==> src/rtl/serial_frame_deser.sv <==
// Serial frame deserialiser: hunts for a sync pattern, then shifts in one
// MSB-first data word and hands it out through a single-entry valid/ready holding register.
//
// state     | meaning
// S_HUNT    | shifting din through the sync register, waiting for SYNC_PAT
// S_COLLECT | sync seen, shifting WIDTH data bits into the data register
module serial_frame_deser #(
   parameter int               WIDTH    = 8,
   parameter int               SYNC_W   = 8,
   parameter logic [SYNC_W-1:0] SYNC_PAT = 8'hA5
) (
   input  logic             clk,
   input  logic             rst,
   input  logic             din,
   input  logic             din_en,
   output logic [WIDTH-1:0] dout,
   output logic             dout_valid,
   input  logic             dout_ready,
   output logic             locked,
   output logic             overflow,
   input  logic             ovf_clr
);

   localparam int CW = $clog2(WIDTH);

   typedef enum logic {S_HUNT, S_COLLECT} state_t;

   state_t            r_state;
   logic [SYNC_W-1:0] r_sync_sr;
   logic [WIDTH-1:0]  r_data_sr;
   logic [CW-1:0]     r_cnt;
   logic [WIDTH-1:0]  r_dout;
   logic              r_dout_valid;
   logic              r_overflow;

   state_t            w_state_nxt;
   logic [SYNC_W-1:0] w_sync_shift;
   logic [SYNC_W-1:0] w_sync_nxt;
   logic [WIDTH-1:0]  w_data_nxt;
   logic [CW-1:0]     w_cnt_nxt;
   logic              w_done;
   logic              w_accept;

   assign w_sync_shift = {r_sync_sr[SYNC_W-2:0], din};
   assign w_accept     = r_dout_valid && dout_ready;

   always_comb begin
      w_state_nxt = r_state;
      w_sync_nxt  = r_sync_sr;
      w_data_nxt  = r_data_sr;
      w_cnt_nxt   = r_cnt;
      w_done      = 1'b0;
      unique case (r_state)
         S_HUNT: begin
            if (din_en) begin
               if (w_sync_shift == SYNC_PAT) begin
                  // Clearing the sync register keeps frames from overlapping.
                  w_state_nxt = S_COLLECT;
                  w_sync_nxt  = '0;
                  w_cnt_nxt   = '0;
               end else begin
                  w_sync_nxt = w_sync_shift;
               end
            end
         end
         S_COLLECT: begin
            if (din_en) begin
               w_data_nxt = {r_data_sr[WIDTH-2:0], din};
               if (r_cnt == CW'(WIDTH - 1)) begin
                  w_done      = 1'b1;
                  w_state_nxt = S_HUNT;
                  w_cnt_nxt   = '0;
               end else begin
                  w_cnt_nxt = r_cnt + 1'b1;
               end
            end
         end
         default: w_state_nxt = S_HUNT;
      endcase
   end

   always_ff @(posedge clk) begin
      if (rst) begin
         r_state      <= S_HUNT;
         r_sync_sr    <= '0;
         r_data_sr    <= '0;
         r_cnt        <= '0;
         r_dout       <= '0;
         r_dout_valid <= 1'b0;
         r_overflow   <= 1'b0;
      end else begin
         r_state   <= w_state_nxt;
         r_sync_sr <= w_sync_nxt;
         r_data_sr <= w_data_nxt;
         r_cnt     <= w_cnt_nxt;
         if (w_done) begin
            if (!r_dout_valid || dout_ready) begin
               r_dout       <= w_data_nxt;
               r_dout_valid <= 1'b1;
            end else begin
               r_overflow <= 1'b1;
            end
         end else if (w_accept) begin
            r_dout_valid <= 1'b0;
         end
         // A drop on the same edge as a clear leaves the flag set.
         if (ovf_clr && !(w_done && r_dout_valid && !dout_ready)) begin
            r_overflow <= 1'b0;
         end
      end
   end

   assign dout       = r_dout;
   assign dout_valid = r_dout_valid;
   assign locked     = (r_state == S_COLLECT);
   assign overflow   = r_overflow;

endmodule

==> config.mk <==
export PLATFORM = sky130hd
export DESIGN_NAME = serial_frame_deser
export DESIGN_NICKNAME = d
export VERILOG_FILES = /design/src/rtl/serial_frame_deser.sv
export SDC_FILE = /design/constraint.sdc
export NUM_CORES = 1
export LEC_CHECK = 0
export ABC_AREA = 1
export BUFFER_PORTS_ARGS = -buffer_cell sky130_fd_sc_hd__buf_2
export CAP_MARGIN = 20
export CORE_ASPECT_RATIO = 0.5
export CORE_MARGIN = 1
export CORE_UTILIZATION = 40
export DETAILED_ROUTE_END_ITERATION = 7
export GPL_TIMING_DRIVEN = 0
export PLACE_DENSITY = 0.58
export SLEW_MARGIN = 20
export SYNTH_ARGS = -nofsm -noshare
export SYNTH_HDL_FRONTEND = slang
export SYNTH_SLANG_ARGS = --single-unit
==> constraint.sdc <==
create_clock -name clk -period 1.75 [get_ports clk]
set_clock_uncertainty 0.2 [all_clocks]
set_input_delay 0.175 -clock clk [delete_from_list [all_inputs] [get_ports clk]]
set_output_delay 0.175 -clock clk [all_outputs]
set_load 0.05 [all_outputs]
### After elaboration in Yosys (flattened, before gate mapping)

Index checks and enable logic that the tools add are counted.

| storage, ports and cells | value |
|---|---|
| flip-flop bits (word level) | 29 |
| input port bits | 6 |
| logic and storage cells | 50 |

| cells by class | value |
|---|---|
| $add $sub $neg | 1 |
| eq/ne operators | 6 |
| multiplexer cells | 19 |
| bitwise operators | 2 |
| reductions and logical operators | 15 |

Operators with widths:

| operator | count |
|---|---|
| $mux 8 | 2 |
| $mux 3 | 4 |
| $mux 1 | 10 |
| $eq 8x8->1 const B | 1 |
| $reduce_and 2->1 | 4 |
| $mux 7 | 1 |
| $ne 2x2->1 const B | 3 |
| $pmux 3 s2 | 1 |
| $logic_and 1x1->1 | 4 |
| $add 3x1->3 const B | 1 |
| $eq 3x3->1 const B | 1 |
| $logic_not 1->1 | 3 |
| $reduce_and 3->1 | 1 |
| $ne 2x1->1 const B | 1 |
| $not 1->1 | 2 |
| $pmux 1 s2 | 1 |
| $reduce_bool 2->1 | 1 |
| $reduce_or 2->1 | 1 |
| $logic_or 1x1->1 | 1 |

### Longest topological paths before layout

| logic depth | value |
|---|---|
| depth after elaboration | 9 |
| mapped depth | 7 |
| depth with buffers taken out | 7 |

### Worst setup path before layout

OpenSTA, ideal clock, no wires.

| timing | value |
|---|---|
| path type | register to register |
| from | register r_state, in the netlist locked |
| to | register r_dout[4], in the netlist dout[4] |
| library setup time | 0.116 ns |
| data arrival time | 1.379 ns |
| path slack | 0.055 ns |
| stages on the path, launching flop included | 8 |
| period minus slack after synthesis | 1.695 ns |
| path through | dfxtp_1 -> nand2_4 -> clkinv_4 -> nand2_4 -> nor2_8 -> buf_8 -> nand2_1 -> o211a_1 |

| between the ends | value |
|---|---|
| word-level cells in the longest chain between the ends | 2 |
| elaborated cells between the ends (all ways) | 3 |
| classes of those cells | mux: 2; reduce/logical: 1 |

RTL lines:

| element | RTL line | RTL |
|---|---|---|
| start, declared | 28 | `state_t r_state;` |
| start signal, assigned | 92 | `r_state <= w_state_nxt;` |
| $mux 1 | 53 | `unique case (r_state)` |
| $reduce_and 2->1 (no line) | - |  |
| end signal, assigned | 98 | `r_dout <= w_data_nxt;` |
| end, declared | 32 | `logic [WIDTH-1:0] r_dout;` |

Parallel ways exist; a longest one is shown, timed or not.
A chain may end at the register's enable or synchronous reset.

### Final worst setup path

| timing | value |
|---|---|
| from | register r_cnt[0] |
| to | register r_dout[6], in the netlist dout[6] |

| between the ends | value |
|---|---|
| word-level cells in the longest chain between the ends | 5 |

RTL lines:

| element | RTL line | RTL |
|---|---|---|
| start, declared | 31 | `logic [CW-1:0] r_cnt;` |
| start signal, assigned | 95 | `r_cnt <= w_cnt_nxt;` |
| $eq 3x3->1 | 69 | `if (r_cnt == CW'(WIDTH - 1)) begin` |
| $mux 1 | 69 |  |
| $mux 1 | 67 | `if (din_en) begin` |
| $mux 1 | 53 |  |
| $reduce_and 2->1 (no line) | - |  |

Every way passes these cells.

==> impl_metrics.yaml <==
yosys:
  ys_seq_elements: 29
  ys_types: 20
  syn_area_per_cell_um2: 8.253
  synth_cells: 141
  syn-num-nets: 149
  synth_top_cell_by_area: "dfxtp_1"
  yosys_warnings: 0
  ys_top_cells_by_area: "dfxtp_1, a21oi_1, nand2_1, o21ai_0, inv_1"
  ys_seq_area_share_pct: 49.89
  synth_area_um2: 1164
  synth.top_cell.area_share_pct: 49.89
clock_network:
  clock_tree.root_cell: "clkbuf_8"
  clk_pin_slew_ns: 0.06
  cts_buffer_depth: 2
  cts_buffers: 5
  postCtsHoldBufs: 2
  cts_tree: "done"
  worstSkewPairLatency_ns: 0.29
  cts.sinks: 29
  postCtsResizedCells: 0
  post_cts_buffers: 0
  htreeDepth: 2
route:
  first_pass_iters: 4
  vias_per_cell: 4.586
  drcViolationCount: 0
  ant_nets: 0
  drt_iter0_markers: 45
  totalWireLength_um: 2224
  wire_per_inst_um: 10.96
  vias: 931
critical_path:
  r2r_end: "dout[6]$_SDFFE_PP0P_"
  cpPeakStageDelay_ns: 0.35
  required_ns: 1.72
  worstReg2RegStart: "r_cnt[0]$_SDFFE_PP0P_"
  reg2reg_depth: 7
  setup.worst_path.end_class: "flop"
  cp_top_family: "adder cells"
  slowest_stage: "dfxtp_1"
  crit_type: "reg -> reg"
  path_buf_inv: 1
  crit_fanout: 10
  start_kind: "flop"
  rrSetupSlack_ns: 0.14
  arrival_ns: 1.59
  cp.depth: 7
  cp_common_cell: "ha_1"
  worstPathCellList: "ha_1 > ha_1 > nand2_4 > nor2_8 > buf_8 > nand2_1 > o211a_1"
timing:
  tns_ns: 0
  fmax_mhz: 620.2
  setup_viol: 0
  rsz0062_at_grt: "false"
  min_period_ns: 1.612
  finalCritPeriodShare_pct: 92.13
  drv_slew: 0
  tightest_slew_ns: 0.4574
  slew_headroom_pct: 69.51
  finalHoldViolCount: 0
global_route:
  grt_usage_pct: 16.56
  grt_pass1_vias: 763
  antenna_found_initial: 0
  grt.overflow.total: 0
  grt_pass1_wl_um: 3546
  grt_max_degree: 11
floorplanning:
  initial_utilization_pct: 43.62
  core-area_um2: 2668
  dieHeight_um: 40.14
  ios: 17
  rows: 13
  chipWidth_um: 78.28
  die_area_um2: 3142
run_status:
  status: "finished clean"
place:
  dp_cells: 193
  port_buffers: 15
  gp_congestion: 0.7558
  dp_hpwl_um: 1534
finish:
  diodes: 0
  syn_to_final_growth_pct: 20.86
  drive_gt1_share_pct: 19.28
  stdcell_count: 203
  final_nets: 173
worst_hold_path:
  min_path_cells: 4
  hold_start: "dout_ready"
  hold_class: "in -> reg"
  hold_end: "dout_valid$_SDFFE_PP0P_"
pwr:
  vdd_drop_max_uv: 371.7
  p_per_area_nw_per_um2: 952.7
  p_leak_nw: 0.6806
job:
  drv_cap: 0
-- state kept, by name, summed over array words and instances, names as in the netlist --
register	cells
r_cnt	3
dout_valid	1
overflow	1
dout	8
r_data_sr	8
r_sync_sr	7
locked	1
-- cell usage after synthesis --
cell       n
a21oi_1   18
buf_2      2
buf_6      1
buf_8      1
clkbuf_1   2
clkinv_4   1
dfxtp_1   29
ha_1       2
inv_1     16
nand2_1   24
nand2_4    2
nand3_1    4
nor2_1    13
nor2_2     1
nor2_8     1
nor3_1     1
o211a_1    3
o21a_1     5
o21ai_0   14
o21ai_1    1
-- how the worst max path moves through the flow --
| stage | from | to | slack, ns |
|---|---|---|---|
| after floorplan | locked$_SDFF_PP0_ | dout[4]$_SDFFE_PP0P_ | 0.05 |
| after global placement | r_cnt[0]$_SDFFE_PP0P_ | dout[6]$_SDFFE_PP0P_ | 0.13 |
| after detailed placement | r_cnt[0]$_SDFFE_PP0P_ | dout[6]$_SDFFE_PP0P_ | 0.14 |
| after CTS | r_cnt[0]$_SDFFE_PP0P_ | dout[6]$_SDFFE_PP0P_ | 0.13 |
| after global routing | r_cnt[0]$_SDFFE_PP0P_ | dout[6]$_SDFFE_PP0P_ | 0.002 |
| final | r_cnt[0]$_SDFFE_PP0P_ | dout[6]$_SDFFE_PP0P_ | 0.14 |
-- logic make-up (layout without fill, tap and decap cells) --
group | count (synthesis) | after routing | share of synthesized area [%]
AOI/OAI and AO/OA | 41 | 41 | 20.00
DFF | 29 | 29 | 49.89
buffers and inverters | 23 | 48 | 9.678
adders and majority gates | 2 | 2 | 2.150
and+or+nand+nor | 46 | 46 | 18.28
-- cell usage in the layout (no fill, tap or decap) --
cell type,Yosys,final
dfxtp_1,29,29
nand2_1,24,24
a21oi_1,18,18
buf_2,2,17
inv_1,16,16
o21ai_0,14,14
nor2_1,13,13
clkbuf_8,0,7
o21a_1,5,5
nand3_1,4,4
o211a_1,3,3
clkbuf_1,2,2
nand2_4,2,2
ha_1,2,2
dlygate4sd3_1,0,2
clkinv_4,1,1
nor2_2,1,1
nor2_8,1,1
buf_8,1,1
buf_6,1,1
o21ai_1,1,1
nor3_1,1,1
clkinv_2,0,1
-- metrics by stage --
stage	setup WS, ns	util [%]	power, mW	hold WS [ns]	cell area, µm²
floorplan	0.05477	-	0.7239	0.1164	1164
global placement	0.1325	48.17	0.7399	0.2448	1285
detailed placement	0.1413	48.17	0.7405	0.2488	1285
CTS	0.1279	52.72	1.354	0.008781	1406
global route	0.002429	52.72	1.388	0.04874	1406
finish	0.1377	52.72	1.340	0.01312	1406
-- power breakdown --
group	internal, mW	total [mW]	switching (mW)
sequential	0.671	0.677	0.00572
clock	0.355	0.611	0.256
combinational	0.0201	0.0518	0.0318
-- final cells by class --
type / count / area (µm²)
plain buffers: 6 / 43.79
clock buffers: 7 / 96.34
clock inverters: 1 / 5.005
fillers: 273 / 1261
inverters: 17 / 68.82
multi-input cells: 89 / 470.5
flip-flops and latches: 29 / 580.6
well taps: 37 / 46.29
repair buffers: 17 / 95.09
-- routing by layer --
layer,vias to the layer above,track usage [%],part of all wire [%]
li1,504,-,-
met1,406,21.06,53
met2,15,22.81,40
met3,6,6.818,4.9
met4,0,12.50,2.1
met5,-,0,0
-- tightest hold or removal path: stages --
cell	delay (ns)
buf_2	0.08
nor2_2	0.06
inv_1	0.07
a21oi_1	0.06
Note: power is estimated with default switching activity, not from simulation.
